$ cat src/rtl/nes_snes_poll_sequencer.sv
// Bus-mapped NES/SNES controller poll scheduler: drives the shared latch/clock pair,
// shifts in both pads in parallel and commits each frame atomically to readable registers.
module nes_snes_poll_sequencer #(
    parameter int unsigned HALF_CYCLES = 384,
    parameter int unsigned TICK_BITS   = 16
) (
    input  logic       clk,
    input  logic       rst_n,
    input  logic [1:0] pad_data,
    output logic       pad_latch,
    output logic       pad_clk,
    input  logic [3:0] address,
    input  logic       data_write,
    input  logic [7:0] data_in,
    output logic [7:0] data_out,
    output logic       frame_irq
);

    localparam int unsigned CNT_W = $clog2(2 * HALF_CYCLES);
    localparam int unsigned BIT_W = 4;
    localparam int unsigned BTN_W = 16;
    localparam int unsigned REG_W = 8;

    localparam logic [CNT_W-1:0] LATCH_LAST = CNT_W'(2 * HALF_CYCLES - 1);
    localparam logic [CNT_W-1:0] HALF_LAST  = CNT_W'(HALF_CYCLES - 1);

    localparam logic [3:0] A_CTRL   = 4'h0;
    localparam logic [3:0] A_PERIOD = 4'h1;
    localparam logic [3:0] A_STATUS = 4'h2;
    localparam logic [3:0] A_P0_LO  = 4'h4;
    localparam logic [3:0] A_P0_HI  = 4'h5;
    localparam logic [3:0] A_P1_LO  = 4'h6;
    localparam logic [3:0] A_P1_HI  = 4'h7;

    typedef enum logic [2:0] {
        ST_IDLE,
        ST_LATCH,
        ST_CLK_LO,
        ST_CLK_HI,
        ST_COMMIT
    } state_t;

    state_t             state_q, state_d;
    logic [CNT_W-1:0]   cnt_q, cnt_d;
    logic [BIT_W-1:0]   bit_q, bit_d;
    logic               len16_q, len16_d;
    logic [BTN_W-1:0]   sr0_q, sr0_d, sr1_q, sr1_d;
    logic               latch_q, latch_d, pclk_q, pclk_d;
    logic               commit_c;
    logic [BIT_W-1:0]   last_bit_c;

    logic [BTN_W-1:0]   btn0_q, btn1_q;
    logic               snes_q, auto_q;
    logic [REG_W-1:0]   period_q;
    logic               new_q, ovr_q, pend_q;
    logic [TICK_BITS-1:0] tick_q;
    logic [REG_W-1:0]   ival_q;

    logic               wr_ctrl_c, wr_period_c, wr_status_c;
    logic               sw_start_c, auto_start_c, tick_wrap_c, busy_c;
    logic [REG_W-1:0]   period_eff_c, wr_period_eff_c;

    assign wr_ctrl_c       = data_write && (address == A_CTRL);
    assign wr_period_c     = data_write && (address == A_PERIOD);
    assign wr_status_c     = data_write && (address == A_STATUS);
    assign sw_start_c      = wr_ctrl_c && data_in[7];
    assign tick_wrap_c     = (tick_q == '1);
    assign auto_start_c    = auto_q && tick_wrap_c && (ival_q == REG_W'(1));
    assign period_eff_c    = (period_q == '0) ? REG_W'(1) : period_q;
    assign wr_period_eff_c = (data_in == '0) ? REG_W'(1) : data_in;
    assign busy_c          = (state_q != ST_IDLE);
    assign last_bit_c      = len16_q ? BIT_W'(15) : BIT_W'(7);

    // Waveform sequencer: next state, phase counter and shift-in of both pads.
    always_comb begin
        state_d  = state_q;
        cnt_d    = cnt_q + CNT_W'(1);
        bit_d    = bit_q;
        len16_d  = len16_q;
        sr0_d    = sr0_q;
        sr1_d    = sr1_q;
        commit_c = 1'b0;
        latch_d  = 1'b0;
        pclk_d   = 1'b1;
        case (state_q)
            ST_IDLE: begin
                cnt_d = '0;
                if (pend_q) begin
                    state_d = ST_LATCH;
                    bit_d   = '0;
                    len16_d = snes_q;
                    sr0_d   = '0;
                    sr1_d   = '0;
                end
            end
            ST_LATCH: begin
                if (cnt_q == LATCH_LAST) begin
                    sr0_d[bit_q] = ~pad_data[0];
                    sr1_d[bit_q] = ~pad_data[1];
                    bit_d        = bit_q + BIT_W'(1);
                    cnt_d        = '0;
                    state_d      = ST_CLK_LO;
                end
            end
            ST_CLK_LO: begin
                if (cnt_q == HALF_LAST) begin
                    cnt_d   = '0;
                    state_d = ST_CLK_HI;
                end
            end
            ST_CLK_HI: begin
                if (cnt_q == HALF_LAST) begin
                    sr0_d[bit_q] = ~pad_data[0];
                    sr1_d[bit_q] = ~pad_data[1];
                    bit_d        = bit_q + BIT_W'(1);
                    cnt_d        = '0;
                    state_d      = (bit_q == last_bit_c) ? ST_COMMIT : ST_CLK_LO;
                end
            end
            ST_COMMIT: begin
                commit_c = 1'b1;
                cnt_d    = '0;
                state_d  = ST_IDLE;
            end
            default: begin
                cnt_d   = '0;
                state_d = ST_IDLE;
            end
        endcase
        latch_d = (state_d == ST_LATCH);
        pclk_d  = (state_d != ST_CLK_LO);
    end

    always_ff @(posedge clk) begin
        if (!rst_n) begin
            state_q <= ST_IDLE;
            cnt_q   <= '0;
            bit_q   <= '0;
            len16_q <= 1'b0;
            sr0_q   <= '0;
            sr1_q   <= '0;
            latch_q <= 1'b0;
            pclk_q  <= 1'b1;
        end else begin
            state_q <= state_d;
            cnt_q   <= cnt_d;
            bit_q   <= bit_d;
            len16_q <= len16_d;
            sr0_q   <= sr0_d;
            sr1_q   <= sr1_d;
            latch_q <= latch_d;
            pclk_q  <= pclk_d;
        end
    end

    // Register bank, pending-start flag, status flags and auto-poll timer.
    always_ff @(posedge clk) begin
        if (!rst_n) begin
            snes_q   <= 1'b0;
            auto_q   <= 1'b1;
            period_q <= REG_W'(8'h10);
            new_q    <= 1'b0;
            ovr_q    <= 1'b0;
            pend_q   <= 1'b0;
            tick_q   <= '0;
            ival_q   <= REG_W'(8'h10);
            btn0_q   <= '0;
            btn1_q   <= '0;
        end else begin
            if (wr_ctrl_c) begin
                snes_q <= data_in[0];
                auto_q <= data_in[1];
            end
            if (wr_period_c) begin
                period_q <= data_in;
            end

            pend_q <= (pend_q && busy_c) || sw_start_c || auto_start_c;

            // A commit outranks a same-cycle status clear.
            if (commit_c) begin
                btn0_q <= sr0_q;
                btn1_q <= sr1_q;
                new_q  <= 1'b1;
                if (new_q) begin
                    ovr_q <= 1'b1;
                end else if (wr_status_c) begin
                    ovr_q <= 1'b0;
                end
            end else if (wr_status_c) begin
                new_q <= 1'b0;
                ovr_q <= 1'b0;
            end

            if (!auto_q) begin
                tick_q <= '0;
                ival_q <= period_eff_c;
            end else begin
                tick_q <= tick_q + TICK_BITS'(1);
                if (tick_wrap_c) begin
                    ival_q <= (ival_q == REG_W'(1)) ? period_eff_c : ival_q - REG_W'(1);
                end
            end
            if (wr_period_c) begin
                ival_q <= wr_period_eff_c;
            end
        end
    end

    always_comb begin
        data_out = '0;
        case (address)
            A_CTRL:   data_out = {6'b0, auto_q, snes_q};
            A_PERIOD: data_out = period_q;
            A_STATUS: data_out = {5'b0, ovr_q, new_q, busy_c};
            A_P0_LO:  data_out = btn0_q[7:0];
            A_P0_HI:  data_out = btn0_q[15:8];
            A_P1_LO:  data_out = btn1_q[7:0];
            A_P1_HI:  data_out = btn1_q[15:8];
            default:  data_out = '0;
        endcase
    end

    assign pad_latch = latch_q;
    assign pad_clk   = pclk_q;
    assign frame_irq = new_q;

endmodule

$ cat config.mk
export PLATFORM = sky130hd
export DESIGN_NAME = nes_snes_poll_sequencer
export DESIGN_NICKNAME = d
export VERILOG_FILES = /design/src/rtl/nes_snes_poll_sequencer.sv
export SDC_FILE = /design/constraint.sdc
export NUM_CORES = 1
export LEC_CHECK = 0
export ABC_CLOCK_PERIOD_IN_PS = 4000
export CORE_MARGIN = 2
export CORE_UTILIZATION = 60
export DETAILED_ROUTE_END_ITERATION = 10
export DONT_BUFFER_PORTS = 1
export GPL_ROUTABILITY_DRIVEN = 0
export PLACE_DENSITY = 0.78
export RECOVER_POWER = 50
export SYNTH_ARGS = -nofsm -noshare
export SYNTH_HDL_FRONTEND = slang
export SYNTH_SLANG_ARGS = --single-unit
$ cat constraint.sdc
create_clock -name clk -period 4 [get_ports clk]
set_input_delay 0.8 -clock clk [delete_from_list [all_inputs] [get_ports clk]]
set_output_delay 0.8 -clock clk [all_outputs]
set_load 0.01 [all_outputs]
==> results by stage <==
Cells and area:
- Counting the fill cells in the layout gives 681.
- The growth of design area from synthesis to finish is 10.5%.
- The final net count is 675.
- The diode insertion count for antenna repair is 0.
- In the final layout, the share of cells above drive strength 1 is between 5 and 6%.

Outcome:
- The flow ran to the end, but the final reports show violations.
- The final reports fail on capacitance limit, slew limit.

Clocking:
- The latest clock arrival within the worst-skew pair is 0.53 ns.
- The number of buffers added to fix hold violations after cts is 0.
- No sink is reached through more buffers than the 2 on the longest clock path.
- The post-CTS clock slew at the launch and capture registers of the worst setup and hold paths is approximately 0.06 ns.
- The tree is rooted in a sky130_fd_sc_hd__clkbuf_8.
- The total clock sinks is 121.
- The number of gates resized after CTS was 0.
- The H-tree depth reported by CTS is 4.
- Once the clock tree was built, the setup fixing pass inserted 0 buffers.
- The total clock buffers created by CTS is 17.
- The TritonCTS clock tree is yes.

Die:
- The initial standard-cell utilization of the core is approximately three fifths.
- The row count is 34.
- Pin placement for this block handled 28 I/O pins.
- The floorplan die width is 98.8 um.
- The die is 98.8 um tall.
- The floorplan core area is 8720 um^2.
- The die area is a little under 10000 um^2.

Placed design:
- The worst slack at placement is ~1.1 ns.
- The quantity of I/O buffers inserted on ports is 0.
- The detailed placer's ending HPWL is 9130 um.

Detailed routing:
- In the routed design, unresolved DRC markers number 0.
- The total via count after detailed routing is 4858.
- The detailed router finished its first iteration with just over 500 violations.
- In this run the remaining antenna-violating nets after routing total 0.
- In the final routed layout, each cell accounts on average for around 18 um.
- After detailed routing, the number of vias per cell comes to about 6.3.
- The routed design has about 14000 um of wire.
- The number of iterations in the first detailed-routing pass is 6.

GRT:
- The initial antenna violation count is 0.
- Entering global routing, the biggest net connects 48 pins.
- The number of global-route vias before repair is between 4000 and 5000.
- Summed over all layers, the global routing overflow is 0.
- Global routing used slightly below 30% of the available tracks.
- The first-pass GRT wire length is 22700 um.

Critical path:
- The number of buffers and inverters on the critical path is 0.
- The cell with the largest stage delay on the worst path is sky130_fd_sc_hd__nor4b_1.
- Walking the worst path, the cells encountered are nor4b_1, a222oi_1, nand2_1.
- The largest stage delay on the critical path is around 1.2 ns.
- The startpoint type of the worst setup path is a primary input.
- The depth of the worst register-to-register path is 4.
- The worst setup path is captured at an output port.
- The cell depth of the worst setup path is 3.
- At the worst endpoint, the required time is ~3.2 ns.
- The critical path class is primary input to output port.
- The endpoint arrival time on the critical path is approximately 2.5 ns.
- The largest fanout on the critical path is 9.
- The cell family contributing the most delay on the critical path is simple AND/OR/NAND/NOR gates.

STA:
- For the pin with the worst max-slew slack, the measured transition is roughly 1.7 ns.
- After layout, the worst path uses ~83% of the clock period.
- The peak clock frequency supported by timing is 301 MHz.
- The final count of hold timing violations is 0.
- The minimum clock period after layout is between 3 and 4 ns.
- Setup repair after global routing left no endpoint under its margin.
- The post-route setup TNS is 0 ns.
- The final setup violation count is 0.
- On the final layout, the worst clock skew is 0.0100 ns.
- The max-slew violation total from the final report is 35.
- In this run the tightest slew margin relative to its limit is -15.0%.
- The worst-case setup margin in the final layout is 0.676 ns.

Yosys:
- The mean cell area of the mapped netlist is roughly 8.1 um^2.
- In this run, distinct cell masters in the synthesized netlist total 63.
- Counting flops and latches in the post-synthesis netlist gives between 100 and 150.
- Among all cell types in the netlist, the one instantiated most often is sky130_fd_sc_hd__nand2_1.
- The number of flops mapped to enable cells by yosys is 0.
- The largest area contributor in the synthesized netlist is sky130_fd_sc_hd__dfxtp_1.
- The area share of the largest cell type after synthesis is 45.0%.
- The mapped netlist covers approximately 5400 um^2.
- The net count after synthesis is 694.
- In the synthesized netlist the dominant register cell turns out to be sky130_fd_sc_hd__dfxtp_1.
- The commonest cells after synthesis are sky130_fd_sc_hd__nand2_1 (126), sky130_fd_sc_hd__dfxtp_1 (121), sky130_fd_sc_hd__o21ai_1 (69), sky130_fd_sc_hd__a21oi_1 (55), sky130_fd_sc_hd__nor2_1 (50).
- The share of the yosys chip area belonging to registers is ~45%.
- The synthesis warning total is 0.
- In the synthesized netlist, the number of instances is about 670.
- The fraction of registers with async set or reset after synthesis is 0%.
- By area the synthesized netlist is led by sky130_fd_sc_hd__dfxtp_1 (45%), sky130_fd_sc_hd__nand2_1 (8.8%), sky130_fd_sc_hd__o21ai_1 (6.4%), sky130_fd_sc_hd__a21oi_1 (5.1%), sky130_fd_sc_hd__nor2_1 (3.5%).

Power and ir drop:
- Summed over all cells, the static leakage comes to slightly above 2 nW.
- The power per standard cell area is ~470 nW/um^2.
- The maximum VDD drop is 0.000272 V.

Min path:
- The class of the most critical hold timing path is primary input to register.
- The depth of the worst hold-timing path is 1.

Flow run:
- Across the run, the number of max-cap violations was 2.
==> logic make-up after synthesis <==
| group | count (synthesis) | share of synthesized area [%] |
|---|---|---|
| flip-flops | 121 | 45.0 |
| adder cells (fa/ha/maj) | 8 | 1.86 |
| multiplexers | 8 | 1.53 |
| AO/OA/AOI/OAI | 183 | 20.2 |
| buffers and inverters | 51 | 3.83 |
| XOR/XNOR | 24 | 3.90 |
| AND/OR/NAND/NOR | 274 | 23.7 |
==> worst register-to-register path, cell delays in order, from the launching register on <==
cell and delay, ns:
sky130_fd_sc_hd__dfxtp_1 0.43, sky130_fd_sc_hd__nor2_1 0.27, sky130_fd_sc_hd__and2_0 1.32, sky130_fd_sc_hd__nand2_1 0.29, sky130_fd_sc_hd__a21oi_1 0.21
==> cell type report <==
| type | count | area (um^2) | share of cell area [%] |
|---|---|---|---|
| repair buffers | 1 | 7.51 | 0.126 |
| flip-flops and latches | 121 | 2420 | 40.7 |
| clock inverters | 15 | 178 | 2.98 |
| well taps | 108 | 135 | 2.27 |
| clock buffers | 17 | 414 | 6.96 |
| inverters | 12 | 45.0 | 0.757 |
| multi-input cells | 497 | 2750 | 46.2 |
==> registers in the layout, indices dropped and copies added, names as in the netlist <==
register / count
auto_q: 1
bit_q: 4
btn0_q: 16
btn1_q: 16
cnt_q: 10
frame_irq: 1
ival_q: 8
len16_q: 1
ovr_q: 1
pad_clk: 1
pad_latch: 1
pend_q: 1
period_q: 8
snes_q: 1
sr0_q: 16
sr1_q: 16
state_q: 3
tick_q: 16
==> per-stage QoR <==
stage	std cells	hold WS (ns)	util, %	instance area (um^2)	power, W
2_1_floorplan	669	0.426	-	5390	0.00130
3_3_place_gp	739	0.439	61.5	5370	0.00131
3_5_place_dp	739	0.444	61.5	5370	0.00131
4_1_cts	771	0.358	68.3	5960	0.00282
5_1_grt	771	0.365	68.3	5950	0.00289
6_report	771	0.357	68.3	5950	0.00282
==> metal layers <==
layer,up-vias,global-route usage [%],wire length [um]
li1,2328,-,-
met1,2302,35.1,5600
met2,169,46.9,6490
met3,59,6.81,806
met4,0,18.9,728
met5,-,0,0
==> power breakdown <==
part           switching, W  total (W)  internal (W)
sequential       0.00000906    0.00122       0.00121
clock              0.000625    0.00154      0.000911
combinational     0.0000410  0.0000636     0.0000225
==> worst paths after layout <==
| check | from | to | slack [ns] |
|---|---|---|---|
| max | address[1] | data_out[3] | 0.68 |
| min reg2reg | sr0_q[7]$_SDFFE_PN0P_ | btn0_q[7]$_SDFFE_PN0P_ | 0.45 |
| max reg2reg | state_q[1]$_SDFF_PN0_ | btn0_q[11]$_SDFFE_PN0P_ | 1.41 |
| min | rst_n | auto_q$_SDFFE_PN1P_ | 0.36 |
==> cell usage in the layout (no fill, tap or decap), drive strengths merged, types with 9 or more instances in the layout <==
master    n
inv      21
nand3    23
nor3     15
xnor2    12
xor2     12
a21oi    55
o21ai    74
nand2b    9
clkbuf   17
a22oi    12
nand2   126
nor2     51
dfxtp   121
(Power assumes the default switching activity.)
